===== src/rtl/control_fsm.sv =====
// control_fsm: multi-cycle RV32I control sequencer.
//
// Walks each instruction through FETCH -> DECODE -> EXECUTE -> [MEMORY] ->
// [WRITEBACK] -> FETCH. It raises the memory requests and datapath strobes
// for each step, counts retired instructions and parks in TRAP when it sees
// an unknown opcode.
//
// Ports
//   clk          : clock, rising edge
//   rst_n        : asynchronous active-low reset
//   instruction  : instruction register, stable from DECODE until back in FETCH
//   imem_ack     : instruction memory data valid (only sampled in FETCH)
//   dmem_ack     : data access completes (only sampled in MEMORY)
//   branch_taken : ALU compare result, sampled in EXECUTE
//   imem_req     : instruction fetch request
//   ir_we        : instruction register load strobe
//   dmem_re/we   : data read / write request
//   rf_we        : register file write strobe
//   wb_sel       : writeback source (0 ALU, 1 mem, 2 pc+4, 3 imm)
//   pc_we/pc_sel : PC update strobe / next-PC source (0 pc+4, 1 pc+imm, 2 rs1+imm)
//   retire       : one-cycle pulse per completed instruction
//   illegal      : held high while trapped
//   state        : current state code
//   instret      : retired instruction count, wraps silently

package control_fsm_pkg;
  typedef logic [31:0] instruction_t;

  typedef enum logic [2:0] {
    FETCH     = 3'd0,
    DECODE    = 3'd1,
    EXECUTE   = 3'd2,
    MEMORY    = 3'd3,
    WRITEBACK = 3'd4,
    TRAP      = 3'd5
  } state_t;
endpackage

module control_fsm
  import control_fsm_pkg::*;
#(
  parameter int CNT_W = 32
) (
  input  logic             clk,
  input  logic             rst_n,
  input  instruction_t     instruction,
  input  logic             imem_ack,
  input  logic             dmem_ack,
  input  logic             branch_taken,
  output logic             imem_req,
  output logic             ir_we,
  output logic             dmem_re,
  output logic             dmem_we,
  output logic             rf_we,
  output logic [1:0]       wb_sel,
  output logic             pc_we,
  output logic [1:0]       pc_sel,
  output logic             retire,
  output logic             illegal,
  output logic [2:0]       state,
  output logic [CNT_W-1:0] instret
);

  localparam logic [6:0] OP_R     = 7'b0110011;
  localparam logic [6:0] OP_I     = 7'b0010011;
  localparam logic [6:0] OP_LOAD  = 7'b0000011;
  localparam logic [6:0] OP_S     = 7'b0100011;
  localparam logic [6:0] OP_B     = 7'b1100011;
  localparam logic [6:0] OP_LUI   = 7'b0110111;
  localparam logic [6:0] OP_AUIPC = 7'b0010111;
  localparam logic [6:0] OP_JAL   = 7'b1101111;
  localparam logic [6:0] OP_JALR  = 7'b1100111;

  state_t           state_q, state_d;
  logic [CNT_W-1:0] instret_q, instret_d;

  // The instruction register is stable for the whole instruction, so the
  // opcode class is decoded combinationally rather than latched in DECODE.
  logic [6:0] opcode;
  logic       is_load, is_store, is_branch, is_lui, is_jal, is_jalr, legal;
  logic       rd_nz;
  logic       unused_bits;

  assign opcode      = instruction[6:0];
  assign is_load     = (opcode == OP_LOAD);
  assign is_store    = (opcode == OP_S);
  assign is_branch   = (opcode == OP_B);
  assign is_lui      = (opcode == OP_LUI);
  assign is_jal      = (opcode == OP_JAL);
  assign is_jalr     = (opcode == OP_JALR);
  assign legal       = is_load | is_store | is_branch | is_lui | is_jal | is_jalr |
                       (opcode == OP_R) | (opcode == OP_I) | (opcode == OP_AUIPC);
  // Writes to x0 are suppressed.
  assign rd_nz       = |instruction[11:7];
  assign unused_bits = ^instruction[31:12];

  // Outputs are decoded from the current state plus the acks so that ir_we and
  // the store/branch retire land in the same cycle as the qualifying input.
  // Every output is gated by rst_n so reset silences them asynchronously,
  // including a request that is in flight.
  always_comb begin
    state_d   = state_q;
    instret_d = instret_q;
    imem_req  = 1'b0;
    ir_we     = 1'b0;
    dmem_re   = 1'b0;
    dmem_we   = 1'b0;
    rf_we     = 1'b0;
    wb_sel    = 2'd0;
    pc_we     = 1'b0;
    pc_sel    = 2'd0;
    retire    = 1'b0;
    illegal   = 1'b0;

    case (state_q)
      FETCH: begin
        imem_req = 1'b1;
        if (imem_ack) begin
          ir_we   = 1'b1;
          state_d = DECODE;
        end
      end
      DECODE: begin
        state_d = legal ? EXECUTE : TRAP;
      end
      EXECUTE: begin
        if (is_load || is_store) begin
          state_d = MEMORY;
        end else if (is_branch) begin
          pc_we   = 1'b1;
          pc_sel  = branch_taken ? 2'd1 : 2'd0;
          retire  = 1'b1;
          state_d = FETCH;
        end else begin
          state_d = WRITEBACK;
        end
      end
      MEMORY: begin
        dmem_re = is_load;
        dmem_we = !is_load;
        if (dmem_ack) begin
          if (is_load) begin
            state_d = WRITEBACK;
          end else begin
            pc_we   = 1'b1;
            retire  = 1'b1;
            state_d = FETCH;
          end
        end
      end
      WRITEBACK: begin
        rf_we = rd_nz;
        // wb_sel stays 0 unless the register file is actually written.
        if (rd_nz) begin
          if (is_load)                wb_sel = 2'd1;
          else if (is_jal || is_jalr) wb_sel = 2'd2;
          else if (is_lui)            wb_sel = 2'd3;
          else                        wb_sel = 2'd0;
        end
        pc_we   = 1'b1;
        pc_sel  = is_jal ? 2'd1 : (is_jalr ? 2'd2 : 2'd0);
        retire  = 1'b1;
        state_d = FETCH;
      end
      TRAP: begin
        illegal = 1'b1;
      end
      default: begin
        state_d = FETCH;
      end
    endcase

    instret_d = instret_q + CNT_W'(retire);

    if (!rst_n) begin
      imem_req  = 1'b0;
      ir_we     = 1'b0;
      dmem_re   = 1'b0;
      dmem_we   = 1'b0;
      rf_we     = 1'b0;
      wb_sel    = 2'd0;
      pc_we     = 1'b0;
      pc_sel    = 2'd0;
      retire    = 1'b0;
      illegal   = 1'b0;
      state_d   = FETCH;
      instret_d = '0;
    end
  end

  always_ff @(posedge clk or negedge rst_n) begin
    if (!rst_n) begin
      state_q   <= FETCH;
      instret_q <= '0;
    end else begin
      state_q   <= state_d;
      instret_q <= instret_d;
    end
  end

  assign state   = state_q;
  assign instret = instret_q;

endmodule


===== config.mk =====
export PLATFORM = sky130hd
export DESIGN_NAME = control_fsm
export DESIGN_NICKNAME = d
export VERILOG_FILES = /design/src/rtl/control_fsm.sv
export SDC_FILE = /design/constraint.sdc
export NUM_CORES = 1
export LEC_CHECK = 0
export CORE_MARGIN = 2
export CORE_UTILIZATION = 25
export CTS_BUF_LIST = sky130_fd_sc_hd__clkbuf_16
export DETAILED_ROUTE_END_ITERATION = 10
export HOLD_SLACK_MARGIN = 0.12
export PLACE_DENSITY = 0.57
export SYNTH_ARGS = -nofsm -noshare
export SYNTH_HDL_FRONTEND = slang
export SYNTH_SLANG_ARGS = --single-unit
export TNS_END_PERCENT = 30

===== constraint.sdc =====
create_clock -name clk -period 6.25 [get_ports clk]
set_clock_uncertainty 0.15 [all_clocks]
set_input_delay 1.5625 -clock clk [delete_from_list [all_inputs] [get_ports clk]]
set_output_delay 1.5625 -clock clk [all_outputs]
set_load 0.02 [all_outputs]

==> reports/summary.txt, run 1 <==
Outcome: finished, final reports clean
Synth warn: 0
CTS tree: done
Max cap viols: 0
Gate Count Post-Synth: 243
FP Rows: 33
First-pass GRT wire length: 9080 um
WL/cell: 13.1 um
Syn-to-layout area delta: 40.5%
Die width: 95.2 um
RD Place Congestion: 0.762
Total setup buffers inserted after CTS: 0
Met3 Wirelength: 209 um
Pins Over Slew Limit: 0
Synth area leaders: dfrtp_1 (42%), nor2_1 (6.1%), xnor2_1 (4.6%)
Total length of routed wires: 5340 um
Pwr per Cell Area: 179 nW/um2
Startpoint Class: input pin
Count of final setup violators: 0
Top FF cell, synth: dfrtp_1
Number of buffer cells added on primary ports: 63
Top cell by count, worst path: clkdlybuf4s50_1
Share of layout cells above drive strength 1: 4.62%
Hold worst-path end: instret[14]
Tot GR Track Use: 12.5%
Core ar.: 8130 um2
VDD IR max: 0.0941 mV
Fmax: 0.178 GHz
Antenna Nets Post-Route: 0
Post-synth ARST share: 100%
Reg2Reg Setup Slack: 2.87 ns
Final core occ: 35.9%
Worst hold path class: reg2reg
CTS H-Tree Depth: 2
Post-CTS resize count: 0
Ports: 84
Synth top cells by count: dfrtp_1 (35), nor2_1 (34), nand2_1 (22)
Mean Syn Cell Area: 8.55 um2
Setup crit end kind: output port
M1 WL: 2610 um
Fin crit period: 5.63 ns
Worst-Margin Slew: 0.523 ns
Slowest CP cell: or4_1
Cell Chain, Critical Path: clkdlybuf4s50_1 -> nand3b_1 -> or4_1 -> a31oi_1 -> a21oi_1 -> and2_1 -> clkdlybuf4s50_1
Reg-to-reg endpoint: instret[26]
Via Count: 1912
Final hold vios: 0
Clock slew at reported path FFs: 0.05 ns
CP peak stage delay: 0.54 ns
Slew headroom: 65.1%
Antenna fix cells: 0
Overflow after GRT: 0
Number of flops mapped to enable cells by yosys: 0
Vias in the first global route: 1877
Nets: 341
RSZ-0062 raised after global routing: false
DRT Pass-1 Iters: 4
Die Area: 9050 um2
CP arrival: 3.92 ns
Leak: 1.11 nW
Crit path required time: 4.54 ns
Hold Path Cell Cnt: 2
CP Launch Point: instruction[4]
Worst reg2reg path depth: 10
# DRC: 0
Placed cells: 400
CTS Buf Count: 5
Clock tree buffer depth: 2
Hold wc startpoint: instret[14]
Vias per cell: 4.69
Top Metal Used: met4
CTS root buf: clkbuf_16
Area share of the largest cell type after synthesis: 42.2%
Setup TNS: 0 ns
Hold Buf Count CTS: 0
DR iter-0 viols: 52
Critical setup path kind: in2out
Clk Latency, worst-skew pair: 0.27 ns
Initial core utilization: 25.5%
Reg2reg start: state[0]
Syn_nets: 282
Pin count of the biggest net entering global routing: 42
Register bit total from synthesis: 35
CP Max Fanout: 6
Top cell type by total area after synthesis: dfrtp_1
Most frequent cell after synthesis: dfrtp_1
Clk sink count: 35
Post-synthesis sequential area ratio: 42.2%
Detail Placement HPWL: 3950 um
Die height: 95.2 um
Synth unique cells: 43
Non-filler cells, final: 408
Final period utilization: 90.0%
WL met2: 2470 um
Post-synthesis cell area: 2080 um2
Initial antenna violation count: 0
metrics by stage:
| stage | hold WS, ns | power [mW] | cell area [um2] | worst slack, ns |
|---|---|---|---|---|
| finish | 0.410 | 0.523 | 2920 | 0.622 |
| detailed placement | 0.405 | 0.293 | 2780 | 0.632 |
| CTS | 0.421 | 0.533 | 2920 | 0.604 |
| floorplan | 0.485 | 0.265 | 2080 | 1.57 |
| global route | 0.449 | 0.546 | 2920 | 0.465 |
| global placement | 0.388 | 0.293 | 2780 | 0.624 |
kinds of logic (layout without fill, tap and decap cells):
logic type	Yosys count	in the layout	share of synthesized area [%]
buf+inv	20	80	4.70
mux	1	1	0.482
simple gates	129	129	32.9
compound gates	37	37	10.5
xor+xnor	19	19	8.01
flops	35	35	42.2
fa+ha+maj	2	2	1.20
critical path, delay by kind of cell:
| kind | cells | cell delay [ns] |
|---|---|---|
| buf+inv | 2 | 1.02 |
| simple gates | 3 | 1.00 |
| compound gates | 2 | 0.32 |
how the worst max path moves through the flow:
| stage | endpoint | slack, ns | cells after the start |
|---|---|---|---|
| floorplan | retire | 1.57 | 6 |
| global placement | retire | 0.62 | 7 |
| detailed placement | pc_we | 0.63 | 7 |
| CTS | pc_we | 0.60 | 7 |
| global route | retire | 0.47 | 7 |
| finish | pc_we | 0.62 | 7 |
flip-flops by register name, indices dropped and copies added (netlist names):
register,cells
instret,32
state,3
report_power, final:
part	internal, mW	switching, mW	total, mW
clock	0.145	0.0891	0.234
sequential	0.228	0.00497	0.233
combinational	0.0257	0.0298	0.0554
total	0.399	0.124	0.523
cell usage in the layout (no fill, tap or decap), types with 2 or more instances in the layout:
cell | Yosys | final
a21oi_1 | 15 | 15
and2_1 | 5 | 5
and3_1 | 3 | 3
and4_1 | 7 | 7
buf_4 | 1 | 2
clkbuf_16 | 0 | 5
clkdlybuf4s50_1 | 0 | 62
clkinv_1 | 0 | 2
dfrtp_1 | 35 | 35
ha_1 | 2 | 2
inv_1 | 7 | 7
nand2_1 | 22 | 22
nand2b_1 | 5 | 5
nand3_1 | 10 | 10
nand3b_1 | 2 | 2
nand4_1 | 5 | 5
nor2_1 | 34 | 34
nor2b_1 | 3 | 3
nor3_1 | 13 | 13
nor4_1 | 3 | 3
o21ai_0 | 11 | 11
o22ai_1 | 2 | 2
or3_1 | 8 | 8
or4_1 | 3 | 3
xnor2_1 | 11 | 11
xor2_1 | 8 | 8
final cells by class:
class,count,area [um2]
flip-flops and latches,35,876
clock inverters,3,15.0
well taps,105,131
inverters,7,26.3
clock buffers,5,125
multi-input cells,188,1100
fillers,831,5220
repair buffers,65,641
routing by layer:
| layer | vias up | track usage, % |
|---|---|---|
| met2 | 34 | 20.0 |
| met1 | 905 | 17.2 |
| met4 | 0 | 2.66 |
| met5 | - | 0 |
| li1 | 969 | - |
| met3 | 4 | 3.00 |
Power figures use the tool's default switching activity.
==> inputs of run 2 (changes only) <==
CORE_ASPECT_RATIO = 0.7   (was not set)
==> reports/summary.txt, run 2 (synthesized netlist as in run 1, its figures left out) <==
Worst-Margin Slew: 0.484 ns
Critical setup path kind: in2out
FP Rows: 27
Die Area: 9060 um2
Failing checks: design-rule violations
Startpoint Class: input pin
Placed cells: 396
VDD IR max: 0.0878 mV
Die height: 80.3 um
Met3 usage: 2.87%
Busiest grt layer: met2
RD Place Congestion: 0.779
Via Count: 1955
Slowest CP cell: clkdlybuf4s50_1
CP Max Fanout: 6
Initial antenna violation count: 0
Initial core utilization: 26.1%
Max reg flops: 32
# DRC: 4
Reg2Reg Setup Slack: 2.81 ns
NetSw: 127 uW
CTS Buf Count: 5
Syn-to-layout area delta: 41.4%
Finished Cell Area: 2940 um2
Hold worst-path end: instret[31]
Hold Buf Count CTS: 0
CP arrival: 3.86 ns
Worst hold slack: 0.410 ns
Clk Latency, worst-skew pair: 0.28 ns
Leak: 1.13 nW
DR iter-0 viols: 150
DRT Pass-1 Iters: 7
Clock slew at reported path FFs: 0.05 ns
CTS root buf: clkbuf_16
Slew headroom: 67.5%
Final hold vios: 0
Non-filler cells, final: 404
Cell Chain, Critical Path: clkdlybuf4s50_1 -> nand3b_1 -> or4_1 -> a31oi_1 -> a21oi_1 -> and2_1 -> clkdlybuf4s50_1
Hold Path Cell Cnt: 2
Combinational power share: 9.7%
Fmax: 0.180 GHz
Overflow after GRT: 0
Setup TNS: 0 ns
Detail Placement HPWL: 3980 um
CP peak stage delay: 0.53 ns
Most frequent cells in the layout: clkdlybuf4s50_1 (62), dfrtp_1 (35), nor2_1 (34)
Total length of routed wires: 5380 um
Antenna Nets Post-Route: 0
Pwr per Cell Area: 193 nW/um2
Crit path required time: 4.54 ns
Nets: 341
Pins Over Slew Limit: 0
Reg power frac: 41.2%
Vias per cell: 4.84
Setup crit end kind: output port
Pin count of the biggest net entering global routing: 33
Sw Share: 22.4%
Reg2reg start: state[0]
CTS tree: done
Number of buffer cells added on primary ports: 63
Die width: 113 um
Hold wc startpoint: instret[31]
Commonest non-fill, non-tap cell in the layout: clkdlybuf4s50_1
Reg-to-reg endpoint: instret[26]
Placed cell areas: 2770 um2
Fin crit period: 5.57 ns
Clock tree buffer depth: 2
WL/cell: 13.3 um
Vias in the first global route: 1744
Total setup buffers inserted after CTS: 0
First-pass GRT wire length: 8690 um
Outcome: complete, but fails checks
Antenna fix cells: 0
Crit path max-delay family: buffers and inverters
Final period utilization: 89.1%
Pint: 440 uW
RSZ-0062 raised after global routing: false
Count of final setup violators: 0
Worst reg2reg path depth: 10
Total Power: 567 uW
Clock power frac: 49.1%
CTS H-Tree Depth: 2
Post-CTS resize count: 0
Ports: 84
Max cap viols: 0
Crit path buf inv count: 2
Top cell by count, worst path: clkdlybuf4s50_1
Core ar.: 7970 um2
Worst hold path class: reg2reg
Global routing usage on met1: 17.6%
Share of layout cells above drive strength 1: 4.95%
Clk sink count: 35
Tot GR Track Use: 12.0%
Met2 Use GR: 17.6%
## run 2: changes by cell type in the layout (fill, tap and decap cells not counted), sizes merged
cell,before,now
clkinvlp,1,0
bufinv,0,1
## run 2: worst min-delay path: stages, from the launching register on
cell	delay, ns
dfrtp_1	0.36
or3_1	0.11
a21oi_1	0.05
## run 2: through the flow
step / util [%] / worst slack (ns)
final: 36.8 / 0.682
after global placement: 34.8 / 0.669
after global routing: 36.8 / 0.535
after CTS: 36.8 / 0.674
after floorplan: - / 1.57
after detailed placement: 34.8 / 0.677
## run 2: cell type report
type / instances / area, um2
clock buffer: 5 / 125
clock inverter: 3 / 38.8
fill: 821 / 5040
inverter: 7 / 26.3
multi-input combinational: 188 / 1100
sequential: 35 / 876
tap: 101 / 126
timing repair buffer: 65 / 641
## run 2: worst max-delay path by stage
stage	slack [ns]	end	cells after the start	startpoint
2_1_floorplan	1.57	retire	6	instruction[3]
3_3_place_gp	0.67	retire	7	instruction[4]
3_5_place_dp	0.68	pc_we	7	instruction[4]
4_1_cts	0.67	pc_we	7	instruction[4]
5_1_grt	0.54	pc_we	7	instruction[4]
6_report	0.68	pc_we	7	instruction[4]
## run 2: layer usage
metal | vias up | part of all wire (%) | routed length [um]
met5 | - | 0 | 0
met4 | 0 | 0.48 | 26
met3 | 2 | 5.4 | 290
met2 | 55 | 42 | 2270
met1 | 928 | 52 | 2790
li1 | 970 | - | -
## run 2: power groups by stage
stage	Clock [mW]	Sequential, mW	Combinational [mW]
3_3_place_gp	0	0.237	0.0553
6_report	0.278	0.233	0.0552
5_1_grt	0.296	0.234	0.0606
4_1_cts	0.284	0.233	0.0558
2_1_floorplan	0	0.236	0.0291
3_5_place_dp	0	0.237	0.0558
